[src/rtl/rom_load_ctrl.sv]
`default_nettype none
// ============================================================================
// Module      : rom_load_ctrl
// Description : Routes a byte-wide ROM download stream into up to four
//               address regions. It raises a one-hot write strobe for the
//               matching region, counts accepted bytes and flags bytes that
//               fall outside every region. The game core is held in reset
//               during the download and for a stretch afterwards.
//
// Ports       : clk_sys        - sole clock
//               reset          - synchronous, active-high reset
//               ioctl_download - high while the ROM stream is active
//               ioctl_wr       - one-cycle byte-valid strobe
//               ioctl_addr     - 25-bit byte address
//               ioctl_data     - byte value
//               rom_we         - one-hot write strobe, bit n = region n
//               rom_addr       - byte offset inside the selected region
//               rom_data       - registered byte
//               game_reset     - high while the core must stay in reset
//               load_done      - high once a load plus hold has completed
//               oob_err        - sticky, a byte hit no region
//               byte_count     - accepted bytes this load, saturating
//               checksum       - (ROM_CHECKSUM_EN only) 16-bit byte sum
//
// Options     : define ROM_CHECKSUM_EN to add the checksum output.
//
// Revision    : 1.0 - initial release
// ============================================================================
module rom_load_ctrl #(
    parameter logic [16:0] BASE0       = 17'h00000,
    parameter logic [16:0] BASE1       = 17'h04000,
    parameter logic [16:0] BASE2       = 17'h08000,
    parameter logic [16:0] BASE3       = 17'h0C000,
    parameter int          AW0         = 14,
    parameter int          AW1         = 14,
    parameter int          AW2         = 14,
    parameter int          AW3         = 14,
    parameter int          HOLD_CYCLES = 1024
) (
    input  logic        clk_sys,
    input  logic        reset,
    input  logic        ioctl_download,
    input  logic        ioctl_wr,
    input  logic [24:0] ioctl_addr,
    input  logic [7:0]  ioctl_data,
    output logic [3:0]  rom_we,
    output logic [15:0] rom_addr,
    output logic [7:0]  rom_data,
    output logic        game_reset,
    output logic        load_done,
    output logic        oob_err,
    output logic [16:0] byte_count
`ifdef ROM_CHECKSUM_EN
    ,
    output logic [15:0] checksum
`endif
);

    // ------------------------------------------------------------------
    // Constants
    // ------------------------------------------------------------------
    localparam logic [1:0] S_IDLE = 2'd0;
    localparam logic [1:0] S_LOAD = 2'd1;
    localparam logic [1:0] S_HOLD = 2'd2;
    localparam logic [1:0] S_RUN  = 2'd3;

    localparam logic [16:0] C_BASE [4] = '{BASE0, BASE1, BASE2, BASE3};
    localparam int          C_AW   [4] = '{AW0, AW1, AW2, AW3};

    // A zero hold length still needs one HOLD cycle to reach RUN.
    localparam int          C_HOLD_EFF  = (HOLD_CYCLES < 1) ? 1 : HOLD_CYCLES;
    localparam logic [31:0] C_HOLD_INIT = 32'(C_HOLD_EFF - 1);

    localparam logic [16:0] C_COUNT_MAX = 17'h1FFFF;

    // ------------------------------------------------------------------
    // Registers and wires
    // ------------------------------------------------------------------
    logic [1:0]  r_state;
    logic [31:0] r_hold_cnt;

    logic [3:0]  w_hit;
    logic [15:0] w_off [4];
    logic [3:0]  w_sel_we;
    logic [15:0] w_sel_off;
    logic        w_hit_any;
    logic        w_accept;
    logic        w_load_start;

`ifdef ROM_CHECKSUM_EN
    logic [15:0] r_checksum;
    assign checksum = r_checksum;
`endif

    // ------------------------------------------------------------------
    // Region decode. Comparisons are done one bit wider than the address
    // so a region touching the top of the 25-bit space cannot wrap.
    // ------------------------------------------------------------------
    generate
        for (genvar n = 0; n < 4; n++) begin : g_region
            logic [25:0] w_lo;
            logic [25:0] w_hi;
            assign w_lo     = {9'd0, C_BASE[n]};
            assign w_hi     = w_lo + (26'd1 << C_AW[n]);
            assign w_hit[n] = ({1'b0, ioctl_addr} >= w_lo) &&
                              ({1'b0, ioctl_addr} <  w_hi);
            // Low 16 bits of a difference depend only on the low 16 bits
            // of the operands, so the offset is computed at that width.
            assign w_off[n] = ioctl_addr[15:0] - C_BASE[n][15:0];
        end
    endgenerate

    // Lowest-index region wins: scan from the top so the last
    // assignment belongs to the smallest matching index.
    always_comb begin
        w_sel_we  = 4'd0;
        w_sel_off = 16'd0;
        w_hit_any = 1'b0;
        for (int n = 3; n >= 0; n--) begin
            if (w_hit[n]) begin
                w_sel_we  = 4'b0001 << n;
                w_sel_off = w_off[n];
                w_hit_any = 1'b1;
            end
        end
    end

    // Writes are taken only in LOAD; this includes the cycle in which
    // ioctl_download has just dropped, because the state is still LOAD.
    assign w_accept     = (r_state == S_LOAD) && ioctl_wr;

    // Outside LOAD, download high always means a new load begins.
    assign w_load_start = ioctl_download && (r_state != S_LOAD);

    assign game_reset   = (r_state != S_RUN);

    // ------------------------------------------------------------------
    // Control and datapath
    // ------------------------------------------------------------------
    always_ff @(posedge clk_sys) begin
        if (reset) begin
            r_state    <= S_IDLE;
            r_hold_cnt <= 32'd0;
            rom_we     <= 4'd0;
            rom_addr   <= 16'd0;
            rom_data   <= 8'd0;
            load_done  <= 1'b0;
            oob_err    <= 1'b0;
            byte_count <= 17'd0;
`ifdef ROM_CHECKSUM_EN
            r_checksum <= 16'd0;
`endif
        end else begin
            rom_we <= 4'd0;

            if (w_accept) begin
                if (w_hit_any) begin
                    rom_we   <= w_sel_we;
                    rom_addr <= w_sel_off;
                    rom_data <= ioctl_data;
                    if (byte_count != C_COUNT_MAX) begin
                        byte_count <= byte_count + 17'd1;
                    end
`ifdef ROM_CHECKSUM_EN
                    r_checksum <= r_checksum + {8'd0, ioctl_data};
`endif
                end else begin
                    oob_err <= 1'b1;
                end
            end

            // A new load wipes the per-load status. It never coincides
            // with an accepted write because that needs state LOAD.
            if (w_load_start) begin
                load_done  <= 1'b0;
                oob_err    <= 1'b0;
                byte_count <= 17'd0;
`ifdef ROM_CHECKSUM_EN
                r_checksum <= 16'd0;
`endif
            end

            case (r_state)
                S_IDLE: begin
                    if (ioctl_download) begin
                        r_state <= S_LOAD;
                    end
                end
                S_LOAD: begin
                    if (!ioctl_download) begin
                        r_state    <= S_HOLD;
                        r_hold_cnt <= C_HOLD_INIT;
                    end
                end
                S_HOLD: begin
                    if (ioctl_download) begin
                        r_state <= S_LOAD;
                    end else if (r_hold_cnt == 32'd0) begin
                        r_state   <= S_RUN;
                        load_done <= 1'b1;
                    end else begin
                        r_hold_cnt <= r_hold_cnt - 32'd1;
                    end
                end
                S_RUN: begin
                    if (ioctl_download) begin
                        r_state <= S_LOAD;
                    end
                end
                default: begin
                    r_state <= S_IDLE;
                end
            endcase
        end
    end

endmodule
`default_nettype wire

[config.mk]
export PLATFORM = sky130hd
export DESIGN_NAME = rom_load_ctrl
export DESIGN_NICKNAME = d
export VERILOG_FILES = /design/src/rtl/rom_load_ctrl.sv
export SDC_FILE = /design/constraint.sdc
export NUM_CORES = 1
export LEC_CHECK = 0
export ABC_AREA = 1
export BUFFER_PORTS_ARGS = -buffer_cell sky130_fd_sc_hd__buf_2
export CAP_MARGIN = 40
export CORE_MARGIN = 4
export CORE_UTILIZATION = 41
export CTS_BUF_LIST = sky130_fd_sc_hd__clkbuf_8
export DETAILED_ROUTE_END_ITERATION = 7
export HOLD_SLACK_MARGIN = 0.06
export PLACE_DENSITY = 0.63
export SYNTH_ARGS = -nofsm -noshare
export SYNTH_HDL_FRONTEND = slang
export SYNTH_SLANG_ARGS = --single-unit
[constraint.sdc]
create_clock -name clk_sys -period 2.4 [get_ports clk_sys]
set_input_delay 0.48 -clock clk_sys [delete_from_list [all_inputs] [get_ports clk_sys]]
set_output_delay 0.48 -clock clk_sys [all_outputs]
set_load 0.02 [all_outputs]
Word-level counts from Yosys, hierarchy flattened
Index checks and enable logic that the tools add are counted.
{"block": "word_totals", "reg_bits": 81, "input_bits": 37}
{"block": "op_classes", "bitwise_logic": 2, "order_cmp": 8, "add_sub_neg": 5, "muxes": 25, "n_eq_ne": 11, "n_reduce_logical": 20}
{"cell": "two-way mux 32 bit", "n": 3}
{"cell": "two-way mux 16 bit", "n": 4}
{"cell": "one-hot mux 32 bit (2 select lines)", "n": 1}
{"cell": "greater-or-equal comparator 25 x 16 -> 1 bit (second input constant)", "n": 2}
{"cell": "less-than comparator 25 x 16 -> 1 bit (second input constant)", "n": 2}
{"cell": "zero test 32 bit", "n": 1}
{"cell": "subtractor 16 bit (second input constant)", "n": 2}
{"cell": "subtractor 32 x 1 -> 32 bit (second input constant)", "n": 1}
{"cell": "greater-or-equal comparator 25 x 1 -> 1 bit (second input constant)", "n": 1}
{"cell": "greater-or-equal comparator 25 x 15 -> 1 bit (second input constant)", "n": 1}
{"cell": "less-than comparator 25 x 15 -> 1 bit (second input constant)", "n": 1}
{"cell": "less-than comparator 25 x 17 -> 1 bit (second input constant)", "n": 1}
{"cell": "adder 17 x 1 -> 17 bit (second input constant)", "n": 1}
{"cell": "inequality test 17 bit (second input constant)", "n": 1}
{"cell": "subtractor 16 x 15 -> 16 bit (second input constant)", "n": 1}
{"cell": "two-way mux 2 bit", "n": 5}
{"cell": "two-way mux 1 bit", "n": 9}
{"cell": "inequality test 2 bit (second input constant)", "n": 4}
{"cell": "logical AND 1 bit", "n": 6}
{"cell": "one-hot mux 2 bit (3 select lines)", "n": 1}
{"cell": "AND reduction 3 bit", "n": 2}
{"cell": "OR reduction 6 bit", "n": 1}
{"cell": "OR reduction 5 bit", "n": 1}
{"cell": "equality test 2 bit (second input constant)", "n": 2}
{"cell": "13 further kinds", "n": 17}

Depth between registers and ports, before layout
{"block": "logic_depth", "depth_word": 8, "depth_mapped": 13}

Worst setup path after synthesis
OpenSTA, ideal clock, no wires.
{"block": "synth_timing", "path_kind": "register -> register", "from": "register byte_count[0]", "to": "register byte_count[13]", "n_path_buf": 2, "slack_ps": 260, "setup_time_ps": 121, "arrival_time_ps": 2018, "synth_period_minus_slack_ps": 2140, "path_stages_with_launch": 12, "cell_sequence": "dfxtp_1 > ha_1 > nand3_1 > nor2_1 > nand2_1 > nor4_1 > ha_1 > nor2_4 > buf_6 > buf_4 > a31oi_1 > nor3b_1"}
{"block": "synth_via", "elab_chain_cells": 2, "elab_cells_between_ends": 3}
{"item": "start, declared", "line": "52", "source": "output logic [16:0] byte_count"}
{"item": "start signal, assigned", "line": "162", "source": "byte_count <= byte_count + 17'd1;"}
{"item": "branches (longest 2 deep; another with adder 17 x 1 -> 17 bit)"}
Parallel ways; which one is timed is not known.
A chain may end at the register's enable or synchronous reset.

Worst setup path in the final report
{"block": "layout_timing", "from": "register byte_count[0]", "to": "register byte_count[0]"}
The elaborated chain is that of the path after synthesis.

==> reports/metrics.yaml <==
maxSlewHeadroom_pct: 58.62
gp_congestion: 0.9183
clk_latency_ns: 0.36
power_frac_comb_pct: 51.4
p_int_w: 0.002802
pin_count: 85
cts_tree: "yes"
rrSetupSlack_ns: 0.26
cts-resized-gates: 0
stdcell_count: 878
nets: 786
grt_usage_pct: 18.58
ir_worst_vdd_mv: 0.4857
p_leak_nw: 2.354
cts-root-buf: "clkbuf_8"
period_share_pct: 89.35
maxSlewViolCount: 0
worstHoldStart: "ioctl_data[7]"
yosysSeqAreaShare_pct: 36.91
clk_pin_slew_ns: 0.08
dp_hpwl_mm: 8.485
endpoint_kind: "flip-flop"
drt_pre_antenna_iters: 5
p_switching_w: 0.002392
post-place-ws_ns: 0.2114
hold_buffers: 0
grt_max_degree: 31
start_util_pct: 42.36
ys_warn_count: 0
reg2reg_depth: 10
wirelength_mm: 11.18
holdPathEnd: "rom_data[7]"
hp-class: "input port to flip-flop"
fin_tns_setup_ns: 0
worst_pin_slew_ns: 0.6201
rows: 37
cts_sinks: 81
reg2reg_from: "byte_count[0]"
powerDensity_mw_per_mm2: 1018
fin_crit_ns: 2.144
cts-buffers-inserted: 9
synth_area_sq_mm: 0.004393
crit_buf_inv: 1
num_antenna_cells: 0
crit_fanout: 10
critPathArrivalTime_ns: 2.39
fmax_mhz: 466.3
hold_depth: 3
cpPeakStageDelay_ns: 0.41
grt_pass1_wl_mm: 19.58
maxCapViolCount: 0
vias: 4356
swShare_pct: 46.05
finalSetupViolations: 0
p_clk_share_pct: 18.1
final_common_cell: "nand2_1"
drcViolationCount: 0
vias_per_cell: 4.961
critical-path-top-delay-family: "simple AND/OR/NAND/NOR gates"
drive_gt1_share_pct: 17.65
numPlacedInstances: 862
htreeDepth: 3
syn2layout_area_growth_pct: 16.15
finClkSkew_ns: 0.01388
drtIter0Drc: 208
synth-seq-cells: 81
path_class: "flip-flop to flip-flop"
die_area_sq_mm: 0.01243
synth.distinct_cells: 34
antenna_found_initial: 0
synth_top_area_cell: "dfxtp_1"
final_cell_mix: "154 x nand2_1, 124 x nor2_1, 84 x buf_2"
crit_path_start_kind: "flip-flop"
timing.hold.ws_ns: 0.3663
crit_chain: "ha_1 -> nand3_1 -> nor2_2 -> nand2_1 -> nor4_1 -> ha_2 -> nor2_4 -> inv_1 -> or2_2 -> a21oi_1"
coreArea_sq_mm: 0.01037
layout_setup_ws_ns: 0.2556
placedInstanceArea_sq_mm: 0.004910
fp.dieH_microns: 111.5
grt_pass1_vias: 4240
die_w_microns: 111.5
synth_fp_nets: 703
final_area_sq_mm: 0.005102
ys_top_cells_by_area: "dfxtp_1 37%, nand2_1 13%, nor2_1 11%, a21oi_1 6.4%, xor2_1 4.6%"
postCtsSetupRepairBufs: 0
wl_per_cell_microns: 12.73
synth_top_area_share_pct: 36.91
pwr-share-seq_pct: 30.5
status: "finished clean"
clockBufferDepth: 2
grt-ovfl-total: 0
io_buffers: 84
slowest_stage: "dfxtp_1"
avgSynthCellArea_sq_um: 6.707
rsz0062_at_grt: "no"
antenna_left: 0
netlist_instances: 655
worstPathRequired_ns: 2.64
reg2reg_to: "byte_count[0]"
hold_viol: 0
==> registers in the layout (all words and copies together) (netlist names) <==
register	cells
byte_count	17
load_done	1
oob_err	1
r_hold_cnt	32
r_state	2
rom_addr	16
rom_data	8
rom_we	4
==> final cells by class <==
| class | instances | area, sq um |
|---|---|---|
| clock inverter | 4 | 28.78 |
| fill | 1116 | 5268 |
| inverter | 54 | 205.2 |
| timing repair buffer | 92 | 480.5 |
| clock buffer | 11 | 151.4 |
| multi-input combinational | 500 | 2445 |
| sequential | 81 | 1622 |
| tap | 136 | 170.2 |
==> through the flow <==
| step | total power [W] | util [%] |
|---|---|---|
| detailed placement | 0.004240 | 47.35 |
| finish | 0.005195 | 49.20 |
| CTS | 0.005216 | 49.08 |
| global placement | 0.004224 | 47.35 |
| global route | 0.005669 | 49.20 |
| floorplan | 0.003706 | - |
==> layer usage <==
layer	vias up	GRT usage [%]	wire length (microns)
li1	2269	-	-
met1	1960	23.07	5072
met2	108	31.20	5281
met3	19	5.272	660
met4	0	5.921	166
met5	-	0	0
==> synthesized netlist by cell type (all sizes together) <==
cell type  count
a21oi         56
a31oi          3
and2           2
buf           10
clkbuf        11
clkinv         2
dfxtp         81
ha            11
inv           52
nand2        158
nand3         38
nand4         16
nor2         136
nor3          12
nor3b          2
nor4           2
o211ai         1
o21a           1
o21ai         30
o31ai          1
or2            5
xnor2          2
xor2          23
==> how the worst max path moves through the flow <==
stage / cells after the start / start / to / slack [ns]
2_1_floorplan: 11 / byte_count[0] / byte_count[13] / 0.26
3_3_place_gp: 10 / byte_count[0] / byte_count[0] / 0.26
3_5_place_dp: 10 / byte_count[0] / byte_count[0] / 0.21
4_1_cts: 10 / byte_count[0] / byte_count[0] / 0.18
5_1_grt: 10 / byte_count[0] / byte_count[11] / 0.04
6_report: 10 / byte_count[0] / byte_count[0] / 0.26
==> tightest hold or removal path: cells and delay by family <==
kind | cells | cell delay [ns]
buf+inv | 1 | 0.09
simple gates | 1 | 0.06
compound gates | 1 | 0.05
==> power by group through the flow <==
stage	registers (W)	clock network (W)	logic (W)
after CTS	0.00158	0.000974	0.00266
after detailed placement	0.00161	0	0.00263
after floorplan	0.00159	0	0.00212
after global routing	0.00161	0.00103	0.00303
after global placement	0.00161	0	0.00261
final	0.00159	0.000938	0.00267
==> cells by family (layout without fill, tap and decap cells) <==
kind of cell	count (synthesis)	after routing	share of synthesized area, %
and+or+nand+nor	371	372	36.43
AOI/OAI and AO/OA	92	92	10.85
DFF	81	81	36.91
buffers and inverters	75	161	7.690
xor gates and xnor gates	25	25	4.984
adders and majority gates	11	11	3.133
Power figures use the tool's default switching activity.
